### src/rtl/tl_mem_arbiter_if.sv
// Bundle of requester-side and memory-side TileLink-UL signals for the arbiter.
// slave: the arbiter's view. master: the view of whatever drives the requesters and memory.
interface tl_mem_arbiter_if #(
    parameter int N_REQ  = 4,
    parameter int ADDR_W = 64,
    parameter int DATA_W = 64,
    parameter int SRC_W  = 4
);
    localparam int MASK_W = DATA_W / 8;

    // requester A channel
    logic [N_REQ-1:0]        req_a_valid_i;
    logic [N_REQ-1:0]        req_a_ready_o;
    logic [N_REQ*3-1:0]      req_a_opcode_i;
    logic [N_REQ*3-1:0]      req_a_param_i;
    logic [N_REQ*3-1:0]      req_a_size_i;
    logic [N_REQ*ADDR_W-1:0] req_a_address_i;
    logic [N_REQ*MASK_W-1:0] req_a_mask_i;
    logic [N_REQ*DATA_W-1:0] req_a_data_i;
    // requester D channel
    logic [N_REQ-1:0]        req_d_valid_o;
    logic [N_REQ-1:0]        req_d_ready_i;
    logic [2:0]              req_d_opcode_o;
    logic [1:0]              req_d_param_o;
    logic [2:0]              req_d_size_o;
    logic                    req_d_denied_o;
    logic [DATA_W-1:0]       req_d_data_o;
    logic                    req_d_corrupt_o;
    // memory A channel
    logic [2:0]              mem_a_opcode_o;
    logic [2:0]              mem_a_param_o;
    logic [2:0]              mem_a_size_o;
    logic [SRC_W-1:0]        mem_a_source_o;
    logic [ADDR_W-1:0]       mem_a_address_o;
    logic [MASK_W-1:0]       mem_a_mask_o;
    logic [DATA_W-1:0]       mem_a_data_o;
    logic                    mem_a_valid_o;
    logic                    mem_a_ready_i;
    // memory D channel
    logic [2:0]              mem_d_opcode_i;
    logic [1:0]              mem_d_param_i;
    logic [2:0]              mem_d_size_i;
    logic [SRC_W-1:0]        mem_d_source_i;
    logic [1:0]              mem_d_sink_i;
    logic                    mem_d_denied_i;
    logic [DATA_W-1:0]       mem_d_data_i;
    logic                    mem_d_corrupt_i;
    logic                    mem_d_valid_i;
    logic                    mem_d_ready_o;
    // status
    logic [N_REQ-1:0]        pending_o;
    logic                    err_o;
    logic [SRC_W-1:0]        err_src_o;

    modport slave (
        input  req_a_valid_i, req_a_opcode_i, req_a_param_i, req_a_size_i,
               req_a_address_i, req_a_mask_i, req_a_data_i, req_d_ready_i,
               mem_a_ready_i, mem_d_opcode_i, mem_d_param_i, mem_d_size_i,
               mem_d_source_i, mem_d_sink_i, mem_d_denied_i, mem_d_data_i,
               mem_d_corrupt_i, mem_d_valid_i,
        output req_a_ready_o, req_d_valid_o, req_d_opcode_o, req_d_param_o,
               req_d_size_o, req_d_denied_o, req_d_data_o, req_d_corrupt_o,
               mem_a_opcode_o, mem_a_param_o, mem_a_size_o, mem_a_source_o,
               mem_a_address_o, mem_a_mask_o, mem_a_data_o, mem_a_valid_o,
               mem_d_ready_o, pending_o, err_o, err_src_o
    );

    modport master (
        output req_a_valid_i, req_a_opcode_i, req_a_param_i, req_a_size_i,
               req_a_address_i, req_a_mask_i, req_a_data_i, req_d_ready_i,
               mem_a_ready_i, mem_d_opcode_i, mem_d_param_i, mem_d_size_i,
               mem_d_source_i, mem_d_sink_i, mem_d_denied_i, mem_d_data_i,
               mem_d_corrupt_i, mem_d_valid_i,
        input  req_a_ready_o, req_d_valid_o, req_d_opcode_o, req_d_param_o,
               req_d_size_o, req_d_denied_o, req_d_data_o, req_d_corrupt_o,
               mem_a_opcode_o, mem_a_param_o, mem_a_size_o, mem_a_source_o,
               mem_a_address_o, mem_a_mask_o, mem_a_data_o, mem_a_valid_o,
               mem_d_ready_o, pending_o, err_o, err_src_o
    );
endinterface

### src/rtl/tl_mem_arbiter.sv
// N_REQ-to-1 TileLink-UL arbiter: round-robin A grant into a registered hold
// stage, one outstanding transaction per requester, D routed back by d_source.
module tl_mem_arbiter #(
    parameter int N_REQ  = 4,
    parameter int ADDR_W = 64,
    parameter int DATA_W = 64,
    parameter int SRC_W  = 4
) (
    input  logic            clk_i,
    input  logic            rst_ni,
    tl_mem_arbiter_if.slave bus
);
    localparam int IDX_W  = (N_REQ > 1) ? $clog2(N_REQ) : 1;
    localparam int MASK_W = DATA_W / 8;

    typedef enum logic {S_IDLE, S_HOLD} state_t;

    state_t             r_state, w_state_nxt;
    logic [IDX_W-1:0]   r_rr_ptr;
    logic [IDX_W-1:0]   r_win;
    logic [N_REQ-1:0]   r_pending;
    logic               r_err;
    logic [SRC_W-1:0]   r_err_src;

    logic               r_a_valid;
    logic [2:0]         r_a_opcode, r_a_param, r_a_size;
    logic [SRC_W-1:0]   r_a_source;
    logic [ADDR_W-1:0]  r_a_address;
    logic [MASK_W-1:0]  r_a_mask;
    logic [DATA_W-1:0]  r_a_data;

    logic [N_REQ-1:0]   w_elig, w_gnt_oh, w_clr_oh, w_src_oh;
    logic               w_found, w_grant, w_accept;
    logic [IDX_W-1:0]   w_win, w_idx, w_rr_nxt;
    logic               w_hit, w_d_rdy_sel, w_d_fire;
    logic               w_unused;

    assign w_elig   = bus.req_a_valid_i & ~r_pending;
    assign w_unused = ^bus.mem_d_sink_i;

    // first eligible requester at or after rr_ptr, wrapping modulo N_REQ
    always_comb begin
        w_found = 1'b0;
        w_win   = '0;
        w_idx   = '0;
        for (int k = 0; k < N_REQ; k++) begin
            w_idx = IDX_W'((int'(r_rr_ptr) + k) % N_REQ);
            if (!w_found && w_elig[w_idx]) begin
                w_found = 1'b1;
                w_win   = w_idx;
            end
        end
    end

    // state register
    always_ff @(posedge clk_i or negedge rst_ni) begin
        if (!rst_ni) r_state <= S_IDLE;
        else         r_state <= w_state_nxt;
    end

    // next state: grant from IDLE, release from HOLD on memory accept
    always_comb begin
        w_state_nxt = r_state;
        w_grant     = 1'b0;
        w_accept    = 1'b0;
        case (r_state)
            S_IDLE: if (w_found) begin
                w_grant     = 1'b1;
                w_state_nxt = S_HOLD;
            end
            S_HOLD: if (bus.mem_a_ready_i) begin
                w_accept    = 1'b1;
                w_state_nxt = S_IDLE;
            end
            default: w_state_nxt = S_IDLE;
        endcase
    end

    assign w_gnt_oh          = w_grant ? (N_REQ'(1) << w_win) : '0;
    assign bus.req_a_ready_o = rst_ni ? w_gnt_oh : '0;
    assign w_rr_nxt          = (r_win == IDX_W'(N_REQ - 1)) ? '0 : r_win + 1'b1;

    // A output stage: capture the winner, hold until the memory accepts
    always_ff @(posedge clk_i or negedge rst_ni) begin
        if (!rst_ni) begin
            r_a_valid   <= 1'b0;
            r_a_opcode  <= '0;
            r_a_param   <= '0;
            r_a_size    <= '0;
            r_a_source  <= '0;
            r_a_address <= '0;
            r_a_mask    <= '0;
            r_a_data    <= '0;
            r_win       <= '0;
            r_rr_ptr    <= '0;
        end else if (w_grant) begin
            r_a_valid   <= 1'b1;
            r_a_opcode  <= bus.req_a_opcode_i[int'(w_win)*3 +: 3];
            r_a_param   <= bus.req_a_param_i[int'(w_win)*3 +: 3];
            r_a_size    <= bus.req_a_size_i[int'(w_win)*3 +: 3];
            r_a_source  <= SRC_W'(w_win);
            r_a_address <= bus.req_a_address_i[int'(w_win)*ADDR_W +: ADDR_W];
            r_a_mask    <= bus.req_a_mask_i[int'(w_win)*MASK_W +: MASK_W];
            r_a_data    <= bus.req_a_data_i[int'(w_win)*DATA_W +: DATA_W];
            r_win       <= w_win;
        end else if (w_accept) begin
            r_a_valid   <= 1'b0;
            r_rr_ptr    <= w_rr_nxt;
        end
    end

    // D decode: a response only counts when its source is in range and pending
    always_comb begin
        w_hit       = 1'b0;
        w_d_rdy_sel = 1'b1;
        w_src_oh    = '0;
        for (int i = 0; i < N_REQ; i++) begin
            if (int'(bus.mem_d_source_i) == i) begin
                w_src_oh[i] = 1'b1;
                w_hit       = bus.mem_d_valid_i & r_pending[i];
                w_d_rdy_sel = bus.req_d_ready_i[i];
            end
        end
    end

    assign w_d_fire          = w_hit & w_d_rdy_sel;
    assign w_clr_oh          = w_d_fire ? w_src_oh : '0;
    assign bus.req_d_valid_o = (rst_ni & w_hit) ? w_src_oh : '0;
    // stray responses are swallowed so they cannot wedge the memory port
    assign bus.mem_d_ready_o = rst_ni & (w_hit ? w_d_rdy_sel : 1'b1);

    // outstanding flags: grant sets, completed D clears (never the same index)
    always_ff @(posedge clk_i or negedge rst_ni) begin
        if (!rst_ni) r_pending <= '0;
        else         r_pending <= (r_pending & ~w_clr_oh) | w_gnt_oh;
    end

    // sticky error capturing the source of the first dropped response
    always_ff @(posedge clk_i or negedge rst_ni) begin
        if (!rst_ni) begin
            r_err     <= 1'b0;
            r_err_src <= '0;
        end else if (bus.mem_d_valid_i && !w_hit && !r_err) begin
            r_err     <= 1'b1;
            r_err_src <= bus.mem_d_source_i;
        end
    end

    assign bus.req_d_opcode_o  = bus.mem_d_opcode_i;
    assign bus.req_d_param_o   = bus.mem_d_param_i;
    assign bus.req_d_size_o    = bus.mem_d_size_i;
    assign bus.req_d_denied_o  = bus.mem_d_denied_i;
    assign bus.req_d_data_o    = bus.mem_d_data_i;
    assign bus.req_d_corrupt_o = bus.mem_d_corrupt_i;

    assign bus.mem_a_valid_o   = r_a_valid;
    assign bus.mem_a_opcode_o  = r_a_opcode;
    assign bus.mem_a_param_o   = r_a_param;
    assign bus.mem_a_size_o    = r_a_size;
    assign bus.mem_a_source_o  = r_a_source;
    assign bus.mem_a_address_o = r_a_address;
    assign bus.mem_a_mask_o    = r_a_mask;
    assign bus.mem_a_data_o    = r_a_data;

    assign bus.pending_o       = r_pending;
    assign bus.err_o           = r_err;
    assign bus.err_src_o       = r_err_src;
endmodule
### src/flat_wrapper.sv
// flat-port wrapper written by rule: the top's interface ports become plain ports
module tl_mem_arbiter_flat 
#(
    parameter int N_REQ  = 4,
    parameter int ADDR_W = 64,
    parameter int DATA_W = 64,
    parameter int SRC_W  = 4
)
  (clk_i, rst_ni, bus_req_a_valid_i, bus_req_a_opcode_i, bus_req_a_param_i, bus_req_a_size_i, bus_req_a_address_i, bus_req_a_mask_i, bus_req_a_data_i, bus_req_d_ready_i, bus_mem_a_ready_i, bus_mem_d_opcode_i, bus_mem_d_param_i, bus_mem_d_size_i, bus_mem_d_source_i, bus_mem_d_sink_i, bus_mem_d_denied_i, bus_mem_d_data_i, bus_mem_d_corrupt_i, bus_mem_d_valid_i, bus_req_a_ready_o, bus_req_d_valid_o, bus_req_d_opcode_o, bus_req_d_param_o, bus_req_d_size_o, bus_req_d_denied_o, bus_req_d_data_o, bus_req_d_corrupt_o, bus_mem_a_opcode_o, bus_mem_a_param_o, bus_mem_a_size_o, bus_mem_a_source_o, bus_mem_a_address_o, bus_mem_a_mask_o, bus_mem_a_data_o, bus_mem_a_valid_o, bus_mem_d_ready_o, bus_pending_o, bus_err_o, bus_err_src_o);
  tl_mem_arbiter_if #(.N_REQ(N_REQ), .ADDR_W(ADDR_W), .DATA_W(DATA_W), .SRC_W(SRC_W)) bus_i ();
  input  logic clk_i;
  input  logic rst_ni;
  input wire logic [$bits(bus_i.req_a_valid_i)-1:0] bus_req_a_valid_i;
  input wire logic [$bits(bus_i.req_a_opcode_i)-1:0] bus_req_a_opcode_i;
  input wire logic [$bits(bus_i.req_a_param_i)-1:0] bus_req_a_param_i;
  input wire logic [$bits(bus_i.req_a_size_i)-1:0] bus_req_a_size_i;
  input wire logic [$bits(bus_i.req_a_address_i)-1:0] bus_req_a_address_i;
  input wire logic [$bits(bus_i.req_a_mask_i)-1:0] bus_req_a_mask_i;
  input wire logic [$bits(bus_i.req_a_data_i)-1:0] bus_req_a_data_i;
  input wire logic [$bits(bus_i.req_d_ready_i)-1:0] bus_req_d_ready_i;
  input wire logic [$bits(bus_i.mem_a_ready_i)-1:0] bus_mem_a_ready_i;
  input wire logic [$bits(bus_i.mem_d_opcode_i)-1:0] bus_mem_d_opcode_i;
  input wire logic [$bits(bus_i.mem_d_param_i)-1:0] bus_mem_d_param_i;
  input wire logic [$bits(bus_i.mem_d_size_i)-1:0] bus_mem_d_size_i;
  input wire logic [$bits(bus_i.mem_d_source_i)-1:0] bus_mem_d_source_i;
  input wire logic [$bits(bus_i.mem_d_sink_i)-1:0] bus_mem_d_sink_i;
  input wire logic [$bits(bus_i.mem_d_denied_i)-1:0] bus_mem_d_denied_i;
  input wire logic [$bits(bus_i.mem_d_data_i)-1:0] bus_mem_d_data_i;
  input wire logic [$bits(bus_i.mem_d_corrupt_i)-1:0] bus_mem_d_corrupt_i;
  input wire logic [$bits(bus_i.mem_d_valid_i)-1:0] bus_mem_d_valid_i;
  output wire logic [$bits(bus_i.req_a_ready_o)-1:0] bus_req_a_ready_o;
  output wire logic [$bits(bus_i.req_d_valid_o)-1:0] bus_req_d_valid_o;
  output wire logic [$bits(bus_i.req_d_opcode_o)-1:0] bus_req_d_opcode_o;
  output wire logic [$bits(bus_i.req_d_param_o)-1:0] bus_req_d_param_o;
  output wire logic [$bits(bus_i.req_d_size_o)-1:0] bus_req_d_size_o;
  output wire logic [$bits(bus_i.req_d_denied_o)-1:0] bus_req_d_denied_o;
  output wire logic [$bits(bus_i.req_d_data_o)-1:0] bus_req_d_data_o;
  output wire logic [$bits(bus_i.req_d_corrupt_o)-1:0] bus_req_d_corrupt_o;
  output wire logic [$bits(bus_i.mem_a_opcode_o)-1:0] bus_mem_a_opcode_o;
  output wire logic [$bits(bus_i.mem_a_param_o)-1:0] bus_mem_a_param_o;
  output wire logic [$bits(bus_i.mem_a_size_o)-1:0] bus_mem_a_size_o;
  output wire logic [$bits(bus_i.mem_a_source_o)-1:0] bus_mem_a_source_o;
  output wire logic [$bits(bus_i.mem_a_address_o)-1:0] bus_mem_a_address_o;
  output wire logic [$bits(bus_i.mem_a_mask_o)-1:0] bus_mem_a_mask_o;
  output wire logic [$bits(bus_i.mem_a_data_o)-1:0] bus_mem_a_data_o;
  output wire logic [$bits(bus_i.mem_a_valid_o)-1:0] bus_mem_a_valid_o;
  output wire logic [$bits(bus_i.mem_d_ready_o)-1:0] bus_mem_d_ready_o;
  output wire logic [$bits(bus_i.pending_o)-1:0] bus_pending_o;
  output wire logic [$bits(bus_i.err_o)-1:0] bus_err_o;
  output wire logic [$bits(bus_i.err_src_o)-1:0] bus_err_src_o;
  assign bus_i.req_a_valid_i = bus_req_a_valid_i;
  assign bus_i.req_a_opcode_i = bus_req_a_opcode_i;
  assign bus_i.req_a_param_i = bus_req_a_param_i;
  assign bus_i.req_a_size_i = bus_req_a_size_i;
  assign bus_i.req_a_address_i = bus_req_a_address_i;
  assign bus_i.req_a_mask_i = bus_req_a_mask_i;
  assign bus_i.req_a_data_i = bus_req_a_data_i;
  assign bus_i.req_d_ready_i = bus_req_d_ready_i;
  assign bus_i.mem_a_ready_i = bus_mem_a_ready_i;
  assign bus_i.mem_d_opcode_i = bus_mem_d_opcode_i;
  assign bus_i.mem_d_param_i = bus_mem_d_param_i;
  assign bus_i.mem_d_size_i = bus_mem_d_size_i;
  assign bus_i.mem_d_source_i = bus_mem_d_source_i;
  assign bus_i.mem_d_sink_i = bus_mem_d_sink_i;
  assign bus_i.mem_d_denied_i = bus_mem_d_denied_i;
  assign bus_i.mem_d_data_i = bus_mem_d_data_i;
  assign bus_i.mem_d_corrupt_i = bus_mem_d_corrupt_i;
  assign bus_i.mem_d_valid_i = bus_mem_d_valid_i;
  assign bus_req_a_ready_o = bus_i.req_a_ready_o;
  assign bus_req_d_valid_o = bus_i.req_d_valid_o;
  assign bus_req_d_opcode_o = bus_i.req_d_opcode_o;
  assign bus_req_d_param_o = bus_i.req_d_param_o;
  assign bus_req_d_size_o = bus_i.req_d_size_o;
  assign bus_req_d_denied_o = bus_i.req_d_denied_o;
  assign bus_req_d_data_o = bus_i.req_d_data_o;
  assign bus_req_d_corrupt_o = bus_i.req_d_corrupt_o;
  assign bus_mem_a_opcode_o = bus_i.mem_a_opcode_o;
  assign bus_mem_a_param_o = bus_i.mem_a_param_o;
  assign bus_mem_a_size_o = bus_i.mem_a_size_o;
  assign bus_mem_a_source_o = bus_i.mem_a_source_o;
  assign bus_mem_a_address_o = bus_i.mem_a_address_o;
  assign bus_mem_a_mask_o = bus_i.mem_a_mask_o;
  assign bus_mem_a_data_o = bus_i.mem_a_data_o;
  assign bus_mem_a_valid_o = bus_i.mem_a_valid_o;
  assign bus_mem_d_ready_o = bus_i.mem_d_ready_o;
  assign bus_pending_o = bus_i.pending_o;
  assign bus_err_o = bus_i.err_o;
  assign bus_err_src_o = bus_i.err_src_o;
  tl_mem_arbiter #(.N_REQ(N_REQ), .ADDR_W(ADDR_W), .DATA_W(DATA_W), .SRC_W(SRC_W)) u_core (.clk_i(clk_i), .rst_ni(rst_ni), .bus(bus_i));
endmodule
### config.mk
export PLATFORM = sky130hd
export DESIGN_NAME = tl_mem_arbiter_flat
export DESIGN_NICKNAME = d
export VERILOG_FILES = /design/src/rtl/tl_mem_arbiter_if.sv /design/src/rtl/tl_mem_arbiter.sv /design/src/flat_wrapper.sv
export SDC_FILE = /design/constraint.sdc
export NUM_CORES = 1
export LEC_CHECK = 0
export BUFFER_PORTS_ARGS = -buffer_cell sky130_fd_sc_hd__buf_2
export CORE_AREA = 3 3 353 355
export DETAILED_ROUTE_END_ITERATION = 8
export DIE_AREA = 0 0 356 358
export HOLD_SLACK_MARGIN = 0.02
export PLACE_DENSITY = 0.3
export SLEW_MARGIN = 15
export SYNTH_ARGS = -nofsm -noshare
export SYNTH_HDL_FRONTEND = slang
export SYNTH_SLANG_ARGS = --single-unit
export TNS_END_PERCENT = 20
### constraint.sdc
create_clock -name clk_i -period 1.8 [get_ports clk_i]
set_input_delay 0.36 -clock clk_i [delete_from_list [all_inputs] [get_ports clk_i]]
set_output_delay 0.36 -clock clk_i [all_outputs]
set_load 0.01 [all_outputs]
==> results.md, run 1 <==
* Run status: finished with violations
* Failing checks: setup timing
* FF-to-FF End: u_core.bus.mem_a_address_o[18]$_DFFE_PN0P_
* DP Area at 16700 sq um
* Vias per cell at 3.28
* Num rows at between 100 and 150
* # clock sinks at 160
* Internal reg-to-reg setup slack at -0.44 ns
* Largest net degree at the start of global routing at between 80 and 90
* Hold Vio Cnt, Final at 0
* Final setup violation count at 159
* Power per standard cell area at 1580 nW/um^2
* Total power at 30.8 mW
* Total number of yosys warnings at 0
* Crit end category: primary output
* Max FO, Critical Path at 4
* First-pass GRT wire length at 87800 um
* Pleak at 10.2 nW
* Final #Nets at 2485
* Reg-to-reg critical path startpoint: u_core.bus.pending_o[0]$_DFF_PN0_
* Worst Skew at 0.0126 ns
* Final setup margin at -0.603 ns
* RSZ-0062 raised after global routing: true
* Fill cells at 13900
* Max cap viols at 0
* Final Cycle Share at 1.34
* Placeable Area at 122000 sq um
* Drt pass-1 iters at 4
* ANT nets after route at 0
* Number of remaining DRC errors at 0
* Combinational power share at 0.660
* Type of the most critical hold path: in2async
* Most frequent cells in the layout: 757 x buf_2, 227 x mux2i_1, 160 x dfrtp_1, 142 x nand2_1, 108 x o221ai_1
* Initial antenna violation count at 23
* Post-DP HPWL at 50400 um
* Sequential share of power at 0.209
* GRT Total Usage at 0.0980
* Skew-Pair Late Insertion Delay at 0.49 ns
* Number of synthesized register bits at 160
* WL final at 65300 um
* P&R area growth vs syn at 88.7%
* Placer congestion estimate at 0.789
* Ports at 914
* Syn Inst Count at 976
* Async S/R FF share, synth at 1.00
* Complex-gate fraction of the synthesized area at 0.139
* Synth Area in Adders at 0.00121
* Max IR drop VDD at 0.000749 V
* Xor/xnor share of the synthesized area at 0
* Placed cell count at between 3000 and 4000
* Sw Share at 0.413
* Post-DR wirelength/cell at 18.9 um
* Reg2reg path depth at 11
* Sequential share of the synthesized area at 0.388
* Worst Tran Pin Value at 0.675 ns
* Clock-pin slew on the worst setup and hold paths at about 0.080 ns
* CP Class: reg2out
* Multiplexer share of the synthesized area at 0.289
* Internal power at 18.1 mW
* Final Util at 0.160
* Distinct cells, synth at 43
* Sw power at 12.7 mW
* Startpoint types: flop
* Full die area at 127000 sq um
* Via count at about 11000
* Clk buf depth at 2
* Synth Area in Simple Gates at 0.0775
* Synth Cell Area at 10300 sq um
* Syn Area/Cell at 10.6 sq um
* Most common flop cell mapped by yosys: dfrtp_1
* Layout cells sized above 1 at 0.628
* Setup TNS Final at -49.43 ns
* Gr ovfl total at 0
* Most common cell after layout, fill and taps aside: buf_2
* Crit path required time at 1.44 ns
* WP data arrival at 2.04 ns
* Die W at 356 um
* Clk pwr share at 0.132
* H-Tree Depth at 4
* Initial drt markers at 426
* Number of global-route vias before repair at roughly 12000
* CTS Buf Count at 17
* CTS tree: done
* Port bufs at roughly 760
* Initial Util at 0.0847
* Slew HR at 0.548
* Fmax at 0.416 GHz
* Final hold slack at 0.103 ns
* Finished layout cell area at between 15000 and 20000 sq um
* Die height at 358 um
* Fin cells at between 3000 and 4000
* CTS root buf: clkbuf_16
* Post-synth EDFFs at 0
* Max Slew Vio Count at 0
* Pre-CTS setup slack at -0.451 ns
* Crit path from: u_core.bus.pending_o[0]$_DFF_PN0_
* Combinational family with the most area after synthesis: multiplexers
* Crit path time final at about 2.4 ns
[sequential cells by signal (all words and copies together) (netlist names)]
signal	flops
u_core.r_rr_ptr	2
u_core.bus.err_o	1
u_core.bus.err_src_o	4
u_core.bus.mem_a_param_o	3
u_core.bus.mem_a_valid_o	1
u_core.bus.mem_a_data_o	64
u_core.r_state	1
u_core.bus.pending_o	4
u_core.bus.mem_a_opcode_o	3
u_core.r_win	2
u_core.bus.mem_a_mask_o	8
u_core.bus.mem_a_address_o	64
u_core.bus.mem_a_size_o	3
[worst max path at each step]
stage                                                   to  slack [ns]
floorplan                             bus_req_d_valid_o[0]      -0.005
global placement    u_core.bus.mem_a_mask_o[7]$_DFFE_PN0P_       -0.42
detailed placement  u_core.bus.mem_a_mask_o[7]$_DFFE_PN0P_       -0.45
CTS                                   bus_req_d_valid_o[0]       -0.71
global route                          bus_req_a_ready_o[2]       -0.75
finish                                bus_req_d_valid_o[0]       -0.60
[power groups by stage]
stage / sequential (mW) / clock, mW / combinational, mW
after floorplan: 7.09 / 0 / 7.69
after global placement: 6.44 / 0 / 16.1
after detailed placement: 6.43 / 0 / 15.9
after CTS: 6.43 / 4.37 / 19.7
after global routing: 6.65 / 4.46 / 22.0
final: 6.42 / 4.06 / 20.3
[Yosys cell counts, types with 2 or more instances]
cell type  count  area share
o21a_1         4      0.0029
buf_4         87       0.063
nand2b_1       7      0.0042
dfrtp_1      160        0.39
nand3_1        2     0.00097
buf_6         13       0.014
o21ai_0        5      0.0024
clkbuf_1      23      0.0084
mux2i_1      290        0.28
o221ai_1     145        0.12
o211ai_1       2      0.0015
buf_2         33       0.016
nor2_1         9      0.0033
nor2b_1        3      0.0018
o31ai_1        2      0.0015
o21ai_1        4      0.0019
mux2_1         4      0.0044
nand2_1      158       0.058
[timing repair]
action / 4_1_cts / 5_1_grt
resized for setup: 176 / 96
hold buffers: 2 / 0
endpoints found under the setup margin: 162 / 163
setup buffers: 40 / 9
pin swaps: 58 / 37
gates cloned: 15 / 2
endpoints found under the hold margin: 12 / 0
[logic make-up after synthesis]
| kind of cell | after synthesis |
|---|---|
| adder cells (fa/ha/maj) | 1 |
| other | 1 |
| flip-flops | 160 |
| buffers and inverters | 158 |
| AO/OA/AOI/OAI | 169 |
| multiplexers | 296 |
| AND/OR/NAND/NOR | 191 |
[layer usage]
| layer | routed length [um] | share of wire | global-route usage |
|---|---|---|---|
| met3 | 5960 | 0.091 | 0.0347 |
| met1 | 24200 | 0.37 | 0.107 |
| met4 | 2520 | 0.039 | 0.0467 |
| met5 | 100 | 0.0015 | 0.000377 |
| met2 | 32500 | 0.50 | 0.170 |
[cell type report]
class | instances | area, sq um | area share
timing repair buffer | 974 | 6690 | 0.344
clock inverter | 11 | 128 | 0.00656
clock buffer | 21 | 460 | 0.0237
sequential | 160 | 4000 | 0.206
multi-input combinational | 659 | 6130 | 0.315
tap | 1625 | 2030 | 0.105
antenna | 4 | 10.0 | 0.000515
[worst max-delay path, stage by stage (launching register included)]
cell	delay [ns]
dfrtp_1	0.38
buf_6	0.11
nor2b_4	0.12
a211oi_2	0.05
or4b_4	0.57
nor3_4	0.16
buf_2	0.15
No activity file was read; power rests on OpenSTA's default activity.
==> inputs of run 2 (changes only) <==
--- a/config.mk
+++ b/config.mk
@@ -7,8 +7,10 @@
 export LEC_CHECK = 0
+export ABC_AREA = 1
 export BUFFER_PORTS_ARGS = -buffer_cell sky130_fd_sc_hd__buf_2
-export CORE_AREA = 3 3 353 355
+export CORE_AREA = 3 3 354 356
 export DETAILED_ROUTE_END_ITERATION = 8
-export DIE_AREA = 0 0 356 358
+export DIE_AREA = 0 0 357 359
 export HOLD_SLACK_MARGIN = 0.02
-export PLACE_DENSITY = 0.3
+export PLACE_DENSITY = 0.33
+export SKIP_CTS_REPAIR_TIMING = 1
 export SLEW_MARGIN = 15
==> constraint.sdc (replaced) <==
create_clock -name clk_i -period 1.8 [get_ports clk_i]
set_input_delay 0.09 -clock clk_i [delete_from_list [all_inputs] [get_ports clk_i]]
set_output_delay 0.09 -clock clk_i [all_outputs]
set_load 0.01 [all_outputs]
==> run 2 against run 1 <==
The run ends with hold timing, setup timing left; first-iteration DRC count is 140% higher; worst setup slack worse by 0.19 ns; sequential power is 5.1% higher; clock skew grew 0.0038 ns; largest cell class unchanged.
==> results.md, run 2 <==
* CTS tree: done
* Syn Inst Count at 2327 (+140%)
* Num rows at 128 (unchanged)
* Pleak at 14.2 nW (+39%)
* Type of the most critical hold path: in2reg
* Max FO, Critical Path at 8 (+4)
* Ports at 914 (unchanged)
* Post-synth EDFFs at 0 (unchanged)
* CP top delay family: buffers and inverters
* RSZ-0062 raised after global routing: true
* Startpoint types: flop
* Drt pass-1 iters at 6 (+2)
* Initial antenna violation count at 16 (-30%)
* Worst path cell trace: inv_8 -> nand2_4 -> nand2_2 -> buf_4 -> nand3_1 -> nand2_2 -> nand4_4 -> buf_6 -> nand2_8 -> buf_12 -> inv_6 -> nand2_8 -> nor3_4 -> buf_2
* Synth Area in Simple Gates at 0.449 (+0.372)
* First-pass GRT wire length at 116000 um (+33%)
* Final Util at 0.209 (+0.0496)
* Most common flop cell mapped by yosys: dfrtp_1
* Crit path time final at 2.59 ns (+0.190 ns)
* Synth Area in Adders at 0.000906 (-0.000308)
* Crit end category: primary output
* Die height at 359 um (+0.28%)
* # clock sinks at 160 (unchanged)
* Syn Area/Cell at 5.93 sq um (-44%)
* Die W at 357 um (+0.28%)
* P&R area growth vs syn at 85.1%
* Synth Cell Area at 13800 sq um (+34%)
* Slew HR at 0.520 (-0.0286)
* Number of remaining DRC errors at 0 (unchanged)
* Total number of yosys warnings at 0 (unchanged)
* Via count at 18800 (+65%)
* Total power at 53.6 mW (+74%)
* Initial Util at 0.113 (+0.0284)
* Final Cycle Share at 1.44 (+0.105)
* Failing checks: hold timing, setup timing
* Largest net degree at the start of global routing at 84 (+1.2%)
* Post-DR wirelength/cell at 17.5 um (-7.3%)
* Skew-Pair Late Insertion Delay at 0.54 ns (+0.05 ns)
* Final #Nets at 4108 (+65%)
* Synth top area cells: dfrtp_1 29%, nand2_1 20%, inv_1 13%
* Worst Tran Pin Value at 0.720 ns (+0.0451 ns)
* ANT nets after route at 0 (unchanged)
* Clock-pin slew on the worst setup and hold paths at 0.08 ns (about the same)
* Gr ovfl total at 0 (unchanged)
* Hold Vio Cnt, Final at 9 (+9)
* Port bufs at 761 (unchanged)
* Max Slew Vio Count at 0 (unchanged)
* WL final at 89100 um (+36%)
* Full die area at 128000 sq um (+0.56%)
* CTS Buf Count at 17 (unchanged)
* Initial drt markers at 1012 (+140%)
* Delay of the slowest critical-path stage at 0.52 ns (-0.05 ns)
* Top cell type's share of synthesized area at 0.290 (-0.0985)
* H-Tree Depth at 4 (unchanged)
* Power per standard cell area at 2100 nW/um^2 (+33%)
* Placer congestion estimate at 0.850 (+7.7%)
* Distinct cells, synth at 35 (-19%)
* Sequential share of the synthesized area at 0.290 (-0.0985)
* Fill cells at 14100 (+2.0%)
* Combinational family with the most area after synthesis: simple AND/OR/NAND/NOR gates
* Clk buf depth at 2 (unchanged)
* Placeable Area at 122000 sq um (+0.26%)
* Max IR drop VDD at 0.00131 V (+75%)
* Xor/xnor share of the synthesized area at 0 (unchanged)
* Async S/R FF share, synth at 1.00 (unchanged)
* Dominant cell type by area after synthesis: dfrtp_1
* CP Class: reg2out
* Number of synthesized register bits at 160 (unchanged)
* CP max stage cell: dfrtp_2
* Layout cells sized above 1 at 0.323 (-0.306)
* Vias per cell at 3.69 (+12%)
* WP data arrival at 2.50 ns (+0.46 ns)
* Multiplexer share of the synthesized area at 0 (-0.289)
* Number of global-route vias before repair at 17500 (+43%)
* WP buf/inv at 6 (+4)
* Final hold slack at -0.0379 ns (-0.140 ns)
* Final setup violation count at 162 (+1.9%)
* Most common cell after layout, fill and taps aside: buf_2
* Most frequent cells in the layout: 758 x buf_2, 699 x nand2_1, 481 x inv_1, 349 x dlygate4sd3_1, 276 x nand3_1
* Fmax at 0.386 GHz (-7.3%)
* Post-DP HPWL at 66300 um (+32%)
* GRT Total Usage at 0.124 (+0.0264)
* Run status: finished with violations
* CTS root buf: clkbuf_16
* Complex-gate fraction of the synthesized area at 0.0293 (-0.110)
* Most common cell in the netlist: nand2_1
* Final setup margin at -0.793 ns (-0.190 ns)
* Max cap viols at 0 (unchanged)
* Worst Skew at 0.0164 ns (+0.00378 ns)
* Crit path required time at 1.71 ns (+0.27 ns)
* Post-synth top cells: 727 x nand2_1, 485 x inv_1, 312 x nand3_1
## run 2: cell count changes after synthesis, sizes merged, moves of 144 or more
| cell | change |
|---|---|
| nand3 | +312 |
| nand2 | +575 |
| nand4 | +179 |
| mux2i | -290 |
| o221ai | -144 |
| inv | +489 |
## run 2: worst register-to-register path, cell delays in order, from the launching register on
cell and delay (ns):
dfrtp_2 0.51, inv_8 0.14, nand2_2 0.06, nand2_2 0.08
nand3_2 0.08, nand2_4 0.10, buf_6 0.10, and2_4 0.14
nand2_4 0.04, nor2_4 0.14, inv_2 0.08, nand2_8 0.10
buf_4 0.13, buf_12 0.11, buf_12 0.15, buf_12 0.13
buf_6 0.10, nand3_2 0.08, nand2_2 0.09, nand2_1 0.05
nand2_1 0.05
## run 2: layout make-up
class                           instances  area [sq um]  area share
Inverter                              489          1850      0.0725
Tap cell                             1625          2030      0.0796
Antenna cell                           12          30.0     0.00118
Clock inverter                         11           155     0.00607
Multi-Input combinational cell       1445          7130       0.279
Clock buffer                           21           460      0.0180
Timing Repair Buffer                 1322          9880       0.387
Sequential cell                       160          4010       0.157
## run 2: logic make-up after synthesis
group | Yosys count
AND/OR/NAND/NOR | 1364
buffers and inverters | 723
flip-flops | 160
AO/OA/AOI/OAI | 78
adder cells (fa/ha/maj) | 1
other | 1
## run 2: per-layer routing
layer,vias to the layer above,global-route usage,part of all wire
met3,139,0.0324,0.054
met5,-,0,0
met1,8735,0.144,0.41
met2,562,0.214,0.50
met4,0,0.0568,0.034
li1,9316,-,-
## run 2: worst paths after layout
path,from,to,slack [ns],cells after the start
min reg2reg,u_core.bus.mem_a_address_o[15]$_DFFE_PN0P_,u_core.bus.mem_a_address_o[15]$_DFFE_PN0P_,0.48,2
max,u_core.r_rr_ptr[0]$_DFFE_PN0P_,bus_req_a_ready_o[0],-0.79,14
max reg2reg,u_core.r_rr_ptr[0]$_DFFE_PN0P_,u_core.bus.mem_a_data_o[45]$_DFFE_PN0P_,-0.70,20
max in group asynchronous,rst_ni,u_core.bus.mem_a_data_o[10]$_DFFE_PN0P_,0.99,3
min,bus_req_a_data_i[151],u_core.bus.mem_a_data_o[23]$_DFFE_PN0P_,-0.04,7
min in group asynchronous,rst_ni,u_core.bus.mem_a_address_o[7]$_DFFE_PN0P_,0.25,3
## run 2: report_power, final
group	switching (mW)	leakage, nW	internal, mW
combinational	24.9	11.9	17.8
sequential	1.18	1.94	5.57
clock	1.93	0.287	2.26
total	28.0	14.2	25.6
## run 2: per-stage QoR
stage               setup WS (ns)  setup TNS (ns)  cell area, sq um  hold WS [ns]  instances
finish                     -0.793          -87.96             25500       -0.0379       5085
global route               -0.955         -114.73             25500        0.0199       5081
CTS                         -1.22          -97.73             20800        -0.363       4680
detailed placement         -0.760          -90.68             20100         0.180       4648
global placement           -0.782          -89.84             20100         0.180       4648
floorplan                  -0.102          -13.03             14000        -0.206       2328
==> inputs of run 3 (changes only) <==
- PLACE_DENSITY: 0.33 -> 0.42
==> run 3 against run 2 <==
The run still ends with hold timing, setup timing left; critical path depth rose by 2; first-iteration DRC count rose by 46%; sequential cell count did not move; via count rose by 2.9%; cell count barely moved; global-route usage fell by 0.99 points; core utilization rose by 0.088 points; total power fell by 0.69%; sequential power fell by 0.9%; largest cell class unchanged; cell area rose by 0.42%; count of clock-buffer cells in the layout did not move.
==> results.md, run 3 (same netlist as run 2, synthesis figures left out) <==
* Run status: finished with violations
* Failing checks: hold timing, setup timing
* H-Tree Depth at 4 (unchanged)
* ANT nets after route at 0 (unchanged)
* Layout cells sized above 1 at 0.322 (about the same)
* Port bufs at 761 (unchanged)
* WL final at 87000 um (-2.4%)
* WP buf/inv at 6 (unchanged)
* CP Class: reg2out
* First-pass GRT wire length at 109000 um (-6.6%)
* Most frequent cells in the layout: 759 x buf_2, 708 x nand2_1, 482 x inv_1, 343 x dlygate4sd3_1, 276 x nand3_1
* Placer congestion estimate at 0.905 (+6.4%)
* Gr ovfl total at 0 (unchanged)
* Initial antenna violation count at 22 (+6)
* Initial Util at 0.113 (unchanged)
* # clock sinks at 160 (unchanged)
* CP max stage cell: dfrtp_1
* Startpoint types: flop
* Final #Nets at 4110 (+0.049%)
* Final setup margin at -0.833 ns (-0.0398 ns)
* Post-DP HPWL at 63100 um (-4.8%)
* GRT Total Usage at 0.115 (-0.00990)
* RSZ-0062 raised after global routing: true
* Most common cell after layout, fill and taps aside: buf_2
* Final Cycle Share at 1.46 (+0.0221)
* Max Slew Vio Count at 0 (unchanged)
* WP data arrival at 2.54 ns (+0.04 ns)
* CP top delay family: simple AND/OR/NAND/NOR gates
* Hold Vio Cnt, Final at 2 (-7)
* Ports at 914 (unchanged)
* CTS tree: done
* Initial drt markers at 1479 (+46%)
* Number of global-route vias before repair at 16800 (-4.1%)
* Setup TNS Final at -83.98 ns (+3.99 ns)
* Num rows at 128 (unchanged)
* Largest net degree at the start of global routing at 76 (-9.5%)
* Die W at 357 um (unchanged)
* Fin cells at 5087 (+0.039%)
* CTS root buf: clkbuf_16
* Max IR drop VDD at 0.00106 V (-19%)
* Crit path required time at 1.71 ns (about the same)
* Clk buf depth at 2 (unchanged)
* Full die area at 128000 sq um (unchanged)
* Skew-Pair Late Insertion Delay at 0.50 ns (-0.04 ns)
* Delay of the slowest critical-path stage at 0.42 ns (-0.10 ns)
* P&R area growth vs syn at 85.8%
* Crit path time final at 2.63 ns (+0.0398 ns)
* Post-DR wirelength/cell at 17.1 um (-2.4%)
* Final setup violation count at 162 (unchanged)
* Type of the most critical hold path: in2reg
* Number of remaining DRC errors at 0 (unchanged)
* Vias per cell at 3.79 (+2.8%)
* Flip-flop and latch area at 4010 sq um (unchanged)
* Max cap viols at 0 (unchanged)
* Power per standard cell area at 2070 nW/um^2 (-1.1%)
* Final hold slack at -0.0148 ns (+0.0231 ns)
* Worst path cell trace: buf_12 -> clkinv_8 -> nand2_4 -> nand2_4 -> nand3_4 -> nand2_4 -> buf_6 -> and2_4 -> nand2_4 -> nor2_4 -> nor2_4 -> nor2_4 -> buf_12 -> inv_1 -> nor3_2 -> buf_2
* Worst Tran Pin Value at 0.829 ns (+0.109 ns)
* Crit end category: primary output
* Pleak at 14.3 nW (+0.63%)
* Worst Skew at 0.0147 ns (-0.00169 ns)
* Fill cells at 13900 (-1.5%)
* DP Area at 20200 sq um (+0.43%)
* CTS Buf Count at 17 (unchanged)
* Die height at 359 um (unchanged)
* Placed cell count at 4648 (unchanged)
* Fmax at 0.380 GHz (-1.5%)
* Finished layout cell area at 25700 sq um (+0.42%)
* Clock-pin slew on the worst setup and hold paths at 0.08 ns (about the same)
* Drt pass-1 iters at 6 (unchanged)
* Placeable Area at 122000 sq um (unchanged)
* Most used cell, CP: nand2_4
* Slew HR at 0.446 (-0.0742)
* Area of the multi-input gates at 7060 sq um (-1.0%)
* Max FO, Critical Path at 8 (unchanged)
* Via count at 19300 (+2.9%)
[run 3: changes by cell type in the layout (fill, tap and decap cells not counted), sizes merged]
cell	before	now
clkinv	2	5
dlygate4sd3	349	343
bufinv	3	1
buf	960	961
inv	491	490
clkbuf	34	41
[run 3: worst register-to-register path: stages, from the launching register on]
cell,delay (ns)
dfrtp_1,0.42
buf_12,0.16
clkinv_8,0.07
nand2_4,0.05
nand2_4,0.09
nand3_4,0.08
nand2_4,0.08
buf_6,0.10
and2_4,0.14
nand2_4,0.05
nor2_4,0.14
inv_2,0.06
nand2_4,0.11
buf_6,0.11
buf_6,0.08
buf_8,0.12
buf_12,0.15
buf_12,0.14
nand3_1,0.08
nand2_1,0.06
nand2_1,0.05
nand2_1,0.06
[run 3: metal layers]
metal | vias up | global-route usage | routed length [um]
met3 | 221 | 0.0384 | 6780
li1 | 9318 | - | -
met1 | 8911 | 0.132 | 34900
met4 | 20 | 0.0470 | 3520
met5 | - | 0 | 144
met2 | 819 | 0.193 | 41700
[run 3: stage by stage]
stage,power (mW),utilization,hold slack [ns],setup slack (ns)
final,53.2,0.210,-0.0148,-0.833
after floorplan,28.1,-,-0.206,-0.102
after CTS,46.9,0.171,-0.635,-1.10
after global routing,57.9,0.210,0.0105,-1.00
after global placement,42.8,0.166,-0.0353,-0.560
after detailed placement,42.7,0.166,-0.0364,-0.583
[run 3: area by class of cell]
| type | instances | share of cell area |
|---|---|---|
| timing repair buffer | 1324 | 0.394 |
| multi-input combinational | 1445 | 0.275 |
| sequential | 160 | 0.156 |
| tap | 1625 | 0.0793 |
| inverter | 489 | 0.0723 |
| clock buffer | 21 | 0.0183 |
| clock inverter | 11 | 0.00410 |
| antenna | 12 | 0.00117 |
[run 3: path summary, 6_finish.rpt]
kind | from | endpoint | slack [ns] | cells past startpoint
worst max-delay path | u_core.r_rr_ptr[0]$_DFFE_PN0P_ | bus_req_a_ready_o[3] | -0.83 | 16
worst min-delay path | bus_req_a_address_i[56] | u_core.bus.mem_a_address_o[56]$_DFFE_PN0P_ | -0.01 | 7
worst max register to register | u_core.r_rr_ptr[0]$_DFFE_PN0P_ | u_core.bus.mem_a_data_o[4]$_DFFE_PN0P_ | -0.66 | 21
worst min register to register | u_core.bus.mem_a_data_o[59]$_DFFE_PN0P_ | u_core.bus.mem_a_data_o[59]$_DFFE_PN0P_ | 0.47 | 2
max in group asynchronous | rst_ni | u_core.r_rr_ptr[1]$_DFFE_PN0P_ | 0.53 | 3
min in group asynchronous | rst_ni | u_core.bus.mem_a_data_o[42]$_DFFE_PN0P_ | 0.29 | 2
[run 3: report_power, final]
group / switching (mW) / total (mW) / leakage [nW] / internal, mW
clock network: 1.80 / 3.82 / 0.272 / 2.01
logic: 24.5 / 42.7 / 12.0 / 18.2
registers: 1.11 / 6.69 / 1.94 / 5.58
